$ cat src/rtl/panel_key_seq_pkg.sv
// panel_key_seq_pkg: key codes, sequencer state encoding and code-to-one-hot mapping shared by the panel logic
package panel_key_seq_pkg;

    localparam logic [3:0] KEY_NONE      = 4'd0;
    localparam logic [3:0] KEY_START     = 4'd1;
    localparam logic [3:0] KEY_READ_IN   = 4'd2;
    localparam logic [3:0] KEY_MEM_CONT  = 4'd3;
    localparam logic [3:0] KEY_INST_CONT = 4'd4;
    localparam logic [3:0] KEY_MEM_STOP  = 4'd5;
    localparam logic [3:0] KEY_INST_STOP = 4'd6;
    localparam logic [3:0] KEY_EXEC      = 4'd7;
    localparam logic [3:0] KEY_IO_RESET  = 4'd8;
    localparam logic [3:0] KEY_DEP       = 4'd9;
    localparam logic [3:0] KEY_DEP_NXT   = 4'd10;
    localparam logic [3:0] KEY_EX        = 4'd11;
    localparam logic [3:0] KEY_EX_NXT    = 4'd12;

    typedef enum logic [1:0] {
        SEQ_IDLE = 2'd0,
        SEQ_HOLD = 2'd1,
        SEQ_GAP  = 2'd2
    } seq_state_t;

    function automatic logic key_code_valid(input logic [3:0] code);
        return (code >= KEY_START) && (code <= KEY_EX_NXT);
    endfunction

    // Code n drives key line n-1; invalid codes map to no key.
    function automatic logic [11:0] key_onehot(input logic [3:0] code);
        return key_code_valid(code) ? (12'd1 << (code - 4'd1)) : 12'd0;
    endfunction

endpackage

$ cat src/rtl/panel_key_seq_timer.sv
// seq_timer: loadable down-counter that stops at zero
//   clk, reset (sync, active-low), clear (force 0), load/load_value (preload),
//   value (current count), zero (value == 0)
module seq_timer #(
    parameter int CNT_W = 20
) (
    input  logic             clk,
    input  logic             reset,
    input  logic             clear,
    input  logic             load,
    input  logic [CNT_W-1:0] load_value,
    output logic [CNT_W-1:0] value,
    output logic             zero
);

    assign zero = (value == '0);

    always_ff @(posedge clk) begin
        if (!reset || clear)
            value <= '0;
        else if (load)
            value <= load_value;
        else if (!zero)
            value <= value - 1'b1;
    end

endmodule

$ cat src/rtl/panel_key_seq.sv
// panel_key_seq: timed front-panel key sequencer, one exclusive fixed-width key pulse per command
//   clk, reset (sync, active-low)
//   cmd_valid/cmd_ready/cmd_key : command handshake, 4-bit key code
//   abort                       : drop current press/gap
//   keys                        : registered one-hot key lines (bit i = code i+1)
//   busy, done, err             : status; done/err are one-cycle pulses
module panel_key_seq
    import panel_key_seq_pkg::*;
#(
    parameter int HOLD_CYCLES = 50000,
    parameter int GAP_CYCLES  = 50000,
    parameter int CNT_W       = 20
) (
    input  logic        clk,
    input  logic        reset,
    input  logic        cmd_valid,
    output logic        cmd_ready,
    input  logic [3:0]  cmd_key,
    input  logic        abort,
    output logic [11:0] keys,
    output logic        busy,
    output logic        done,
    output logic        err
);

    localparam logic [CNT_W-1:0] HOLD_LOAD = CNT_W'(HOLD_CYCLES - 1);
    localparam logic [CNT_W-1:0] GAP_LOAD  = CNT_W'(GAP_CYCLES - 1);

    seq_state_t       state, state_next;
    logic [11:0]      keys_next;
    logic             done_next, err_next;
    logic             accept;
    logic             t_clear, t_load, t_zero;
    logic [CNT_W-1:0] t_load_value, t_value;

    seq_timer #(.CNT_W(CNT_W)) u_timer (
        .clk        (clk),
        .reset      (reset),
        .clear      (t_clear),
        .load       (t_load),
        .load_value (t_load_value),
        .value      (t_value),
        .zero       (t_zero)
    );

    assign cmd_ready = (state == SEQ_IDLE) & reset & ~abort;
    assign accept    = cmd_valid & cmd_ready;
    assign busy      = (state != SEQ_IDLE);

    always_comb begin
        state_next   = state;
        keys_next    = keys;
        done_next    = 1'b0;
        err_next     = 1'b0;
        t_clear      = 1'b0;
        t_load       = 1'b0;
        t_load_value = HOLD_LOAD;
        case (state)
            SEQ_IDLE: begin
                keys_next = 12'd0;
                if (accept) begin
                    err_next = ~key_code_valid(cmd_key);
                    if (key_code_valid(cmd_key)) begin
                        keys_next  = key_onehot(cmd_key);
                        t_load     = 1'b1;
                        state_next = SEQ_HOLD;
                    end
                end
            end
            SEQ_HOLD: begin
                if (abort) begin
                    keys_next  = 12'd0;
                    t_clear    = 1'b1;
                    state_next = SEQ_IDLE;
                end else if (t_zero) begin
                    keys_next    = 12'd0;
                    t_load       = 1'b1;
                    t_load_value = GAP_LOAD;
                    state_next   = SEQ_GAP;
                end
            end
            SEQ_GAP: begin
                keys_next  = 12'd0;
                t_clear    = abort;
                state_next = (abort || t_zero) ? SEQ_IDLE : SEQ_GAP;
                done_next  = ~abort & t_zero;
            end
            default: begin
                // Unreachable encoding: fall back to a quiet idle.
                keys_next  = 12'd0;
                t_clear    = 1'b1;
                state_next = SEQ_IDLE;
            end
        endcase
    end

    always_ff @(posedge clk) begin
        if (!reset) begin
            state <= SEQ_IDLE;
            keys  <= 12'd0;
            done  <= 1'b0;
            err   <= 1'b0;
        end else begin
            state <= state_next;
            keys  <= keys_next;
            done  <= done_next;
            err   <= err_next;
        end
    end

endmodule

$ cat config.mk
export PLATFORM = sky130hd
export DESIGN_NAME = panel_key_seq
export DESIGN_NICKNAME = d
export VERILOG_FILES = /design/src/rtl/panel_key_seq_pkg.sv /design/src/rtl/panel_key_seq_timer.sv /design/src/rtl/panel_key_seq.sv
export SDC_FILE = /design/constraint.sdc
export NUM_CORES = 1
export LEC_CHECK = 0
export CORE_MARGIN = 2
export CORE_UTILIZATION = 50
export CTS_BUF_LIST = sky130_fd_sc_hd__clkbuf_4 sky130_fd_sc_hd__clkbuf_8
export CTS_CLUSTER_DIAMETER = 40
export DETAILED_ROUTE_END_ITERATION = 12
export PLACE_DENSITY = 0.73
export SKIP_CTS_REPAIR_TIMING = 1
export SLEW_MARGIN = 20
export SYNTH_ARGS = -nofsm -noshare
export SYNTH_HDL_FRONTEND = slang
export SYNTH_HIERARCHICAL = 1
export SYNTH_SLANG_ARGS = --single-unit
$ cat constraint.sdc
create_clock -name clk -period 5.05 [get_ports clk]
set_input_delay 1.01 -clock clk [delete_from_list [all_inputs] [get_ports clk]]
set_output_delay 1.01 -clock clk [all_outputs]
set_load 0.01 [all_outputs]
==> summary.txt, run 1 <==
Cells and area
  • Nets@finish: 279
  • Commonest non-fill, non-tap cell in the layout: dfxtp_1
  • Share of post-route cells with drive strength above 1: a little under a tenth
  • Most frequent cells in the layout: dfxtp_1, nand2_1, clkdlybuf4s50_1, conb_1, xnor2_1
  • Number of diodes: 0
  • Design Area, Final: 2344 sq um
  • Area grow syn2layout: 21.07%

Die
  • Starting Density: 52.48%
  • Ports: 24
  • Chip width: 66.22 um
  • Core Area: 3689 sq um
  • Die Y: 66.22 um
  • FP Rows: 22
  • Die area: 4385 sq um

Drt
  • WL final: approximately 3800 um
  • Drt drc: 0
  • Via-per-instance ratio: around 5.1
  • Routed len/inst: approximately 12 um
  • DRT iter0 DRCs: 89
  • Pre-Repair DR Iteration Count: 4
  • Final antenna-violating net count: 0
  • Detailed-route via count: 1603

Global route
  • Total grt overflow: 0
  • Initial antenna violation count: 0
  • GRT Total Usage: between 15 and 20%
  • First-pass GRT wire length: 6575 um
  • Vias in the first global route: roughly 1500
  • Pin count of the biggest net entering global routing: 22

Placement
  • Hpwl dp: 2803 um
  • # port buffers: 23
  • Final RePlAce weighted congestion: 0.7662
  • Post-DP Area: 2262 sq um

Worst setup path
  • Slowest-stage cell, CP: clkdlybuf4s50_1
  • CP Capture Type: primary output
  • WP data required: 4040 ps
  • CP Cell Sequence: clkdlybuf4s50_1 > nor3b_1 > clkdlybuf4s50_1
  • Crit-path max FO: 13
  • Critical path capture point: cmd_ready
  • Reg2Reg Capture Point: u_timer/value[15]
  • Setup slack, reg-to-reg: 2390 ps
  • Critical path data arrival time: 2650 ps
  • Most used cell, CP: clkdlybuf4s50_1
  • Delay of the slowest critical-path stage: 760 ps
  • Worst setup path startpoint: reset
  • CP Class: in -> out
  • Worst r2r path cells: 9
  • Crit Reg-Reg Startpoint: u_timer/value[7]
  • Critical Path Start Type: input pin

STA
  • Worst-Margin Slew: 584.6 ps
  • Setup tns final: 0 ps
  • Max-slew violations: 0
  • RSZ-0062 raised after global routing: false
  • Worst clock skew: 1.503 ps
  • Max-slew headroom: between 60% and 70%
  • Setup violators final: 0
  • Fin crit period: 3661 ps
  • Fin crit share: 72.49%
  • Fmax: 0.2732 GHz
  • Fin. Hold Viols: 0

Synth
  • Cell variety after synth: 47
  • EDFF count, synth: 0
  • Syn Inst Count: between 200 and 250
  • Synth Flop Type: dfxtp_1
  • Seq/Total Area, Yosys: between 30% and 40%
  • Seq cells post-synth: 36
  • Mapped Area: just under 2000 sq um
  • Avg Cell Area, Syn: about 8.6 sq um
  • Post-synth ARST share: 0%
  • Ys Warns: 6

CTS
  • Root Buffer: clkbuf_8
  • Worst-Skew Late Latency: just under 300 ps
  • Number of CTS-inserted buffers: 5
  • CTS Buffer Depth: 2
  • CTS tree: done
  • H-tree depth: 2
  • CTS clock-pin slew for the worst setup and hold paths: 60 ps
  • Clock Sinks: 36

Flow run
  • # Max-Cap Violations: 0

Worst hold path
  • Worst min-delay path category: reg -> reg

Pwr
  • Power Density: about 560 nW/um^2
  • LEAKAGE: 0.8923 nW
  • Maximum VDD drop: roughly 0.34 mV

Status
  • Status: complete, no violations
-- where the power goes --
part	internal [W]	leakage, nW	switching [W]
Clock	0.0000990	0.0445	0.0000964
Combinational	0.000324	0.555	0.000370
Sequential	0.000357	0.293	0.0000738
Total	0.000780	0.892	0.000540
-- registers in the layout, summed over array words and instances (netlist names) --
name           count
u_timer/value     20
keys              12
state              2
done               1
err                1
-- metal layers --
metal  GRT usage [%]  vias up  wire length [um]
met3           4.429        7               120
met5               0        -                 0
met2           31.50       26              1798
met1           24.16      733              1816
met4           8.929        0                69
li1                -      837                 -
-- stage by stage --
step	hold slack (ps)	total power, W	util [%]	setup WS [ps]	cells
6_report	448.7	0.001320	63.53	1389	312
5_1_grt	492.8	0.001436	63.53	1236	312
4_1_cts	457.2	0.001329	63.53	1384	312
3_5_place_dp	446.9	0.001126	61.33	1405	305
3_3_place_gp	434.9	0.001116	61.33	1408	305
2_1_floorplan	469.6	0.0009865	-	2457	243
-- kinds of logic after synthesis --
| group | synth area share [%] |
|---|---|
| and+or+nand+nor | 29.54 |
| AOI/OAI and AO/OA | 14.09 |
| DFF | 37.23 |
| buffers and inverters | 4.460 |
| xor gates and xnor gates | 8.145 |
| adders and majority gates | 4.525 |
| muxes | 1.616 |
| other | 0.3880 |
-- final cells by class --
cell class / instances / area, sq um
Clock buffer: 6 / 76.32
Clock inverter: 1 / 5.005
Fill cell: 337 / 1345
Inverter: 9 / 33.78
Multi-Input combinational cell: 187 / 1202
Sequential cell: 36 / 720.7
Tap cell: 48 / 60.06
Timing Repair Buffer: 25 / 245.2
-- worst max-delay path, delay by kind of cell --
family,cells,cell delay [ps]
buf+inv,2,1340
simple gates,1,300
-- cells in the mapped netlist (3+ instances only) --
library cell	number	area share [%]
o21ai_1	3	0.78
nor4_2	3	1.9
a22o_1	5	2.3
nor2b_1	4	1.3
xor2_1	3	1.4
or3_1	8	2.6
nor3_1	8	2.1
dfxtp_1	36	37
nor4_1	3	0.97
clkbuf_1	4	0.78
buf_2	6	1.6
a21oi_1	10	2.6
nand2_1	33	6.4
inv_1	9	1.7
ha_1	7	4.5
o21ai_0	11	2.8
nor2_1	11	2.1
nand2b_1	6	1.9
xnor2_1	15	6.8
a32o_1	3	1.6
-- worst min path at each step --
stage	start	end	slack, ps	cells past startpoint
2_1_floorplan	keys[4]	keys[4]	470	2
3_3_place_gp	keys[4]	keys[4]	430	2
3_5_place_dp	keys[6]	keys[6]	450	2
4_1_cts	keys[4]	keys[4]	460	2
5_1_grt	keys[4]	keys[4]	490	2
6_report	keys[4]	keys[4]	450	2
(Power assumes the default switching activity.)
==> inputs of run 2 (changes only) <==
- clock period: 5.05 -> 3.65 ns (I/O delays scaled with it)
==> summary.txt, run 2 (synthesis results as in run 1) <==
Global route
  • Initial antenna violation count: 0 (unchanged)
  • First-pass GRT wire length: 6417 um (-2.4%)
  • Total grt overflow: 0 (unchanged)
  • Vias in the first global route: 1429 (-5.2%)
  • Pin count of the biggest net entering global routing: 21 (-4.5%)
  • GRT Total Usage: 18.94% (-0.44 points)

Flow run
  • # Max-Cap Violations: 0 (unchanged)

Worst setup path
  • Most used cell, CP: clkdlybuf4s50_1
  • CP Cell Sequence: clkdlybuf4s50_1 > nor3b_1 > clkdlybuf4s50_1
  • WP data required: 2920 ps (-1120 ps)
  • Slowest-stage cell, CP: clkdlybuf4s50_1
  • CP Class: in -> out
  • Critical path data arrival time: 2160 ps (-490 ps)
  • Critical Path Start Type: input pin
  • CP Capture Type: primary output
  • Delay of the slowest critical-path stage: 590 ps (-170 ps)
  • Crit-path max FO: 7 (-6)

Die
  • FP Rows: 22 (unchanged)
  • Chip width: 66.22 um (unchanged)
  • Die Y: 66.22 um (unchanged)
  • Starting Density: 52.48% (unchanged)
  • Die area: 4385 sq um (unchanged)
  • Core Area: 3689 sq um (unchanged)
  • Ports: 24 (unchanged)

Pwr
  • Clock power share: 14.7% (about the same)
  • Overall Power: 0.001825 W (+38%)
  • Maximum VDD drop: 0.4325 mV (+27%)
  • Internal power: 0.001081 W (+39%)
  • Logic pwr share: 52.8% (+0.2 points)
  • Switch share: 40.77% (-0.15 points)
  • Power Density: 773.9 nW/um^2 (+37%)
  • Sequential share of power: 32.5% (about the same)
  • LEAKAGE: 0.9025 nW (+1.1%)
  • Net Switching: 0.0007442 W (+38%)

STA
  • Setup tns final: 0 ps (unchanged)
  • Final setup margin: 755.8 ps (-633.6 ps)
  • RSZ-0062 raised after global routing: false
  • Fin. Hold Viols: 0 (unchanged)
  • Worst-Margin Slew: 499.5 ps (-85.05 ps)
  • Fin crit period: 2894 ps
  • Fin crit share: 79.29%
  • Max-slew headroom: 66.42% (+5.5 points)
  • Worst clock skew: 4.909 ps (+3.405 ps)
  • Max-slew violations: 0 (unchanged)
  • Fmax: 0.3455 GHz
  • Setup violators final: 0 (unchanged)

Placement
  • Final RePlAce weighted congestion: 0.7455 (-2.7%)
  • # port buffers: 23 (unchanged)
  • Hpwl dp: 2669 um (-4.8%)
  • Post-DP Area: 2277 sq um (+0.66%)
  • Pre-CTS WS: 742.1 ps (-663.2 ps)

Drt
  • Routed len/inst: 11.51 um (-5.7%)
  • Pre-Repair DR Iteration Count: 4 (unchanged)
  • Detailed-route via count: 1574 (-1.8%)
  • Drt drc: 0 (unchanged)
  • DRT iter0 DRCs: 61 (-31%)
  • Via-per-instance ratio: 5.013 (-2.4%)
  • Final antenna-violating net count: 0 (unchanged)
  • WL final: 3613 um (-5.0%)

Status
  • Status: complete, no violations

Cells and area
  • Share of post-route cells with drive strength above 1: 9.774% (+0.68 points)
  • Design Area, Final: 2359 sq um (+0.64%)
  • Largest Register: u_timer/value
  • Commonest non-fill, non-tap cell in the layout: dfxtp_1
  • Regs by FF count: u_timer/value: 20 flops, keys: 12 flops, state: 2 flops
  • Nets@finish: 281 (+0.72%)
  • Fill cell count: 341 (+1.2%)
  • Reg area: 720.7 sq um (unchanged)
  • Number of diodes: 0 (unchanged)
  • Multi-input gate area: 1202 sq um (unchanged)
  • Area grow syn2layout: 21.85%
  • Most frequent cells in the layout: dfxtp_1, nand2_1, clkdlybuf4s50_1, conb_1, xnor2_1
  • Largest register FFs: 20 (unchanged)

CTS
  • Number of CTS-inserted buffers: 5 (unchanged)
  • Worst-Skew Late Latency: 280 ps (about the same)
  • CTS tree: done
  • H-tree depth: 2 (unchanged)
  • Root Buffer: clkbuf_8
  • CTS Buffer Depth: 2 (unchanged)
  • Clock Sinks: 36 (unchanged)
  • CTS clock-pin slew for the worst setup and hold paths: 70 ps (about the same)

Worst hold path
  • Worst min-delay path category: reg -> reg
==> run 2: changes by cell type in the layout (fill, tap and decap cells not counted), sizes merged <==
cell | previous run | this run
buf | 2 | 4
==> run 2: path summary, 6_finish.rpt <==
kind / start / end / slack (ps) / cells after the start
max: abort / cmd_ready / 760 / 3
min: keys[4] / keys[4] / 450 / 2
min reg2reg: keys[4] / keys[4] / 450 / 2
max reg2reg: u_timer/value[7] / u_timer/value[4] / 1310 / 7
==> run 2: through the flow <==
step / hold WS [ps] / util, % / std cells
final: 451.6 / 63.94 / 314
after global placement: 435.7 / 61.74 / 307
after CTS: 456.2 / 63.94 / 314
after global routing: 482.6 / 63.94 / 314
after detailed placement: 446.6 / 61.74 / 307
after floorplan: 469.6 / - / 243
==> run 2: power groups by stage <==
stage / combinational [W] / clock, W / sequential (W)
after CTS: 0.000969 / 0.000279 / 0.000594
after global routing: 0.00110 / 0.000298 / 0.000612
after global placement: 0.000952 / 0 / 0.000598
final: 0.000963 / 0.000269 / 0.000594
after floorplan: 0.000786 / 0 / 0.000579
after detailed placement: 0.000962 / 0 / 0.000601
==> run 2: cell type report <==
type                       count  share of cell area (%)
clock buffer                   6                   3.236
clock inverter                 1                  0.2122
inverter                       9                   1.432
multi-input combinational    187                   50.98
sequential                    36                   30.56
tap                           48                   2.546
timing repair buffer          27                   11.03
==> run 2: layer usage <==
layer	share of wire [%]	wire (um)	GRT usage, %
met1	49	1788	25.78
met2	46	1654	28.88
met3	3.1	112	4.089
met4	1.6	57	7.653
met5	0	0	0
==> run 2: worst max-delay path, delay by kind of cell <==
| kind | cells | cell delay [ps] |
|---|---|---|
| buffers and inverters | 2 | 1130 |
| and+or+nand+nor | 1 | 310 |
==> inputs of run 3 (changes only) <==
- clock period: 3.65 -> 2.9 ns (I/O delays scaled with it)
==> summary.txt, run 3 (synthesis results as in run 1) <==
Worst hold path
  • Min-Delay Startpoint: keys[4]
  • Worst min-delay path category: reg -> reg
  • Hold Path Depth: 2 (unchanged)

Cells and area
  • Largest Register: u_timer/value
  • Share of post-route cells with drive strength above 1: 10.78% (+1.0 points)
  • Commonest non-fill, non-tap cell in the layout: dfxtp_1
  • Nets@finish: 283 (+0.71%)
  • Design Area, Final: 2404 sq um (+1.9%)
  • Largest register FFs: 20 (unchanged)
  • Most frequent cells in the layout: dfxtp_1, nand2_1, clkdlybuf4s50_1, conb_1, xnor2_1
  • Area grow syn2layout: 24.18%
  • Non-filler cells in the finished layout: 317 (+0.96%)
  • Number of diodes: 0 (unchanged)
  • Regs by FF count: u_timer/value: 20 flops, keys: 12 flops, state: 2 flops

Pwr
  • Sequential share of power: 30.9% (-1.6 points)
  • Net Switching: 0.0009685 W (+30%)
  • Internal power: 0.001460 W (+35%)
  • Power Density: 1010 nW/um^2 (+31%)
  • Clock power share: 18.2% (+3.5 points)
  • LEAKAGE: 0.9261 nW (+2.6%)
  • Logic pwr share: 50.9% (-1.9 points)
  • Switch share: 39.88% (-0.89 points)
  • Maximum VDD drop: 0.6112 mV (+41%)

Flow run
  • # Max-Cap Violations: 0 (unchanged)

Drt
  • Detailed-route via count: 1566 (-0.51%)
  • DRT iter0 DRCs: 55 (-9.8%)
  • Via-per-instance ratio: 4.940 (-1.4%)
  • Final antenna-violating net count: 0 (unchanged)
  • Pre-Repair DR Iteration Count: 4 (unchanged)
  • WL final: 3739 um (+3.5%)
  • Drt drc: 0 (unchanged)
  • Routed len/inst: 11.79 um (+2.5%)

STA
  • Setup tns final: 0 ps (unchanged)
  • Worst clock skew: 4.480 ps (-0.4286 ps)
  • Fmax: 0.3864 GHz
  • Setup violators final: 0 (unchanged)
  • Fin. Hold Viols: 0 (unchanged)
  • Max-slew violations: 0 (unchanged)
  • Final hold slack: 445.9 ps (-5.685 ps)
  • Fin crit period: around 2600 ps
  • RSZ-0062 raised after global routing: false
  • Fin crit share: 89.24%

CTS
  • Root Buffer: clkbuf_8
  • H-tree depth: 2 (unchanged)
  • CTS Buffer Depth: 2 (unchanged)
  • Number of CTS-inserted buffers: 5 (unchanged)
  • CTS clock-pin slew for the worst setup and hold paths: 70 ps (about the same)
  • Worst-Skew Late Latency: 290 ps (about the same)
  • Clock Sinks: 36 (unchanged)
  • CTS tree: done

Global route
  • Initial antenna violation count: 0 (unchanged)
  • GRT Total Usage: 19.42% (+0.48 points)
  • Pin count of the biggest net entering global routing: 21 (unchanged)
  • Vias in the first global route: 1451 (+1.5%)
  • Total grt overflow: 0 (unchanged)
  • First-pass GRT wire length: 6527 um (+1.7%)

Worst setup path
  • Worst r2r path cells: 8 (+1)
  • Most used cell, CP: inv_1
  • Slowest-stage cell, CP: clkdlybuf4s50_1
  • Crit path buf inv count: 3 (+1)
  • CP Cell Sequence: inv_1 > ha_1 > inv_1 > nor3b_1 > clkdlybuf4s50_1
  • Crit-path max FO: 4 (-3)
  • Crit Reg-Reg Startpoint: u_timer/value[7]
  • Critical path data arrival time: 2010 ps (-150 ps)
  • WP data required: 2320 ps (-600 ps)
  • CP Capture Type: primary output
  • Critical Path Start Type: flip-flop
  • Family with the most delay on the worst path: buffers and inverters
  • Delay of the slowest critical-path stage: 600 ps (about the same)
  • CP Class: reg -> out
  • Worst setup path startpoint: state[0]
  • Worst path depth: 5 (+2)

Die
  • Chip width: 66.22 um (unchanged)
  • Die Y: 66.22 um (unchanged)
  • FP Rows: 22 (unchanged)
  • Core Area: 3689 sq um (unchanged)
  • Starting Density: 52.48% (unchanged)
  • Ports: 24 (unchanged)
  • Die area: 4385 sq um (unchanged)

Placement
  • Hpwl dp: 2706 um (+1.4%)
  • Post-DP Area: 2292 sq um (+0.66%)
  • Inst Count DP: 309 (+0.65%)
  • # port buffers: 23 (unchanged)
  • Final RePlAce weighted congestion: 0.7773 (+4.3%)

Status
  • Status: complete, no violations
-- run 3: changes by cell type in the layout (fill, tap and decap cells not counted) --
cell       change
buf_4          +2
bufinv_16      +1
-- run 3: tightest hold or removal path, delay by kind of cell, from the launching register on --
family | cells | cell delay (ps)
DFF | 1 | 310
AOI/OAI and AO/OA | 1 | 50
and+or+nand+nor | 1 | 50
-- run 3: routing by layer --
| metal | vias to the layer above | part of all wire [%] | track usage (%) | wire (um) |
|---|---|---|---|---|
| met5 | - | 0 | 0 | 0 |
| met4 | 0 | 1.5 | 8.163 | 55 |
| met3 | 4 | 3.3 | 4.600 | 123 |
| met2 | 21 | 42 | 28.75 | 1587 |
| met1 | 702 | 53 | 26.77 | 1974 |
| li1 | 839 | - | - | - |
-- run 3: through the flow --
step                      setup slack [ps]  power (W)  util [%]
after floorplan                      427.4   0.001718         -
after global placement               338.7   0.001963     62.14
after detailed placement             276.9   0.001980     62.14
after CTS                            309.3   0.002430     65.16
after global routing                 147.1   0.002637     65.16
final                                311.9   0.002428     65.16
-- run 3: final cells by class --
cell class | instances | area (sq um)
clock inverter | 2 | 35.03
timing repair buffer | 29 | 275.3
sequential | 36 | 720.7
tap | 48 | 60.06
clock buffer | 6 | 76.32
fill | 322 | 1285
multi-input combinational | 187 | 1202
inverter | 9 | 33.78
-- run 3: final timing paths --
path,slack [ps],end
max reg2reg,540,u_timer/value[4]
min,450,keys[4]
min reg2reg,450,keys[4]
max,310,cmd_ready
-- run 3: power groups by stage --
stage | logic [W] | registers, W | clock network (W)
after floorplan | 0.000989 | 0.000729 | 0
after global placement | 0.00121 | 0.000754 | 0
after detailed placement | 0.00122 | 0.000757 | 0
after CTS | 0.00123 | 0.000748 | 0.000449
after global routing | 0.00140 | 0.000765 | 0.000469
final | 0.00124 | 0.000750 | 0.000441
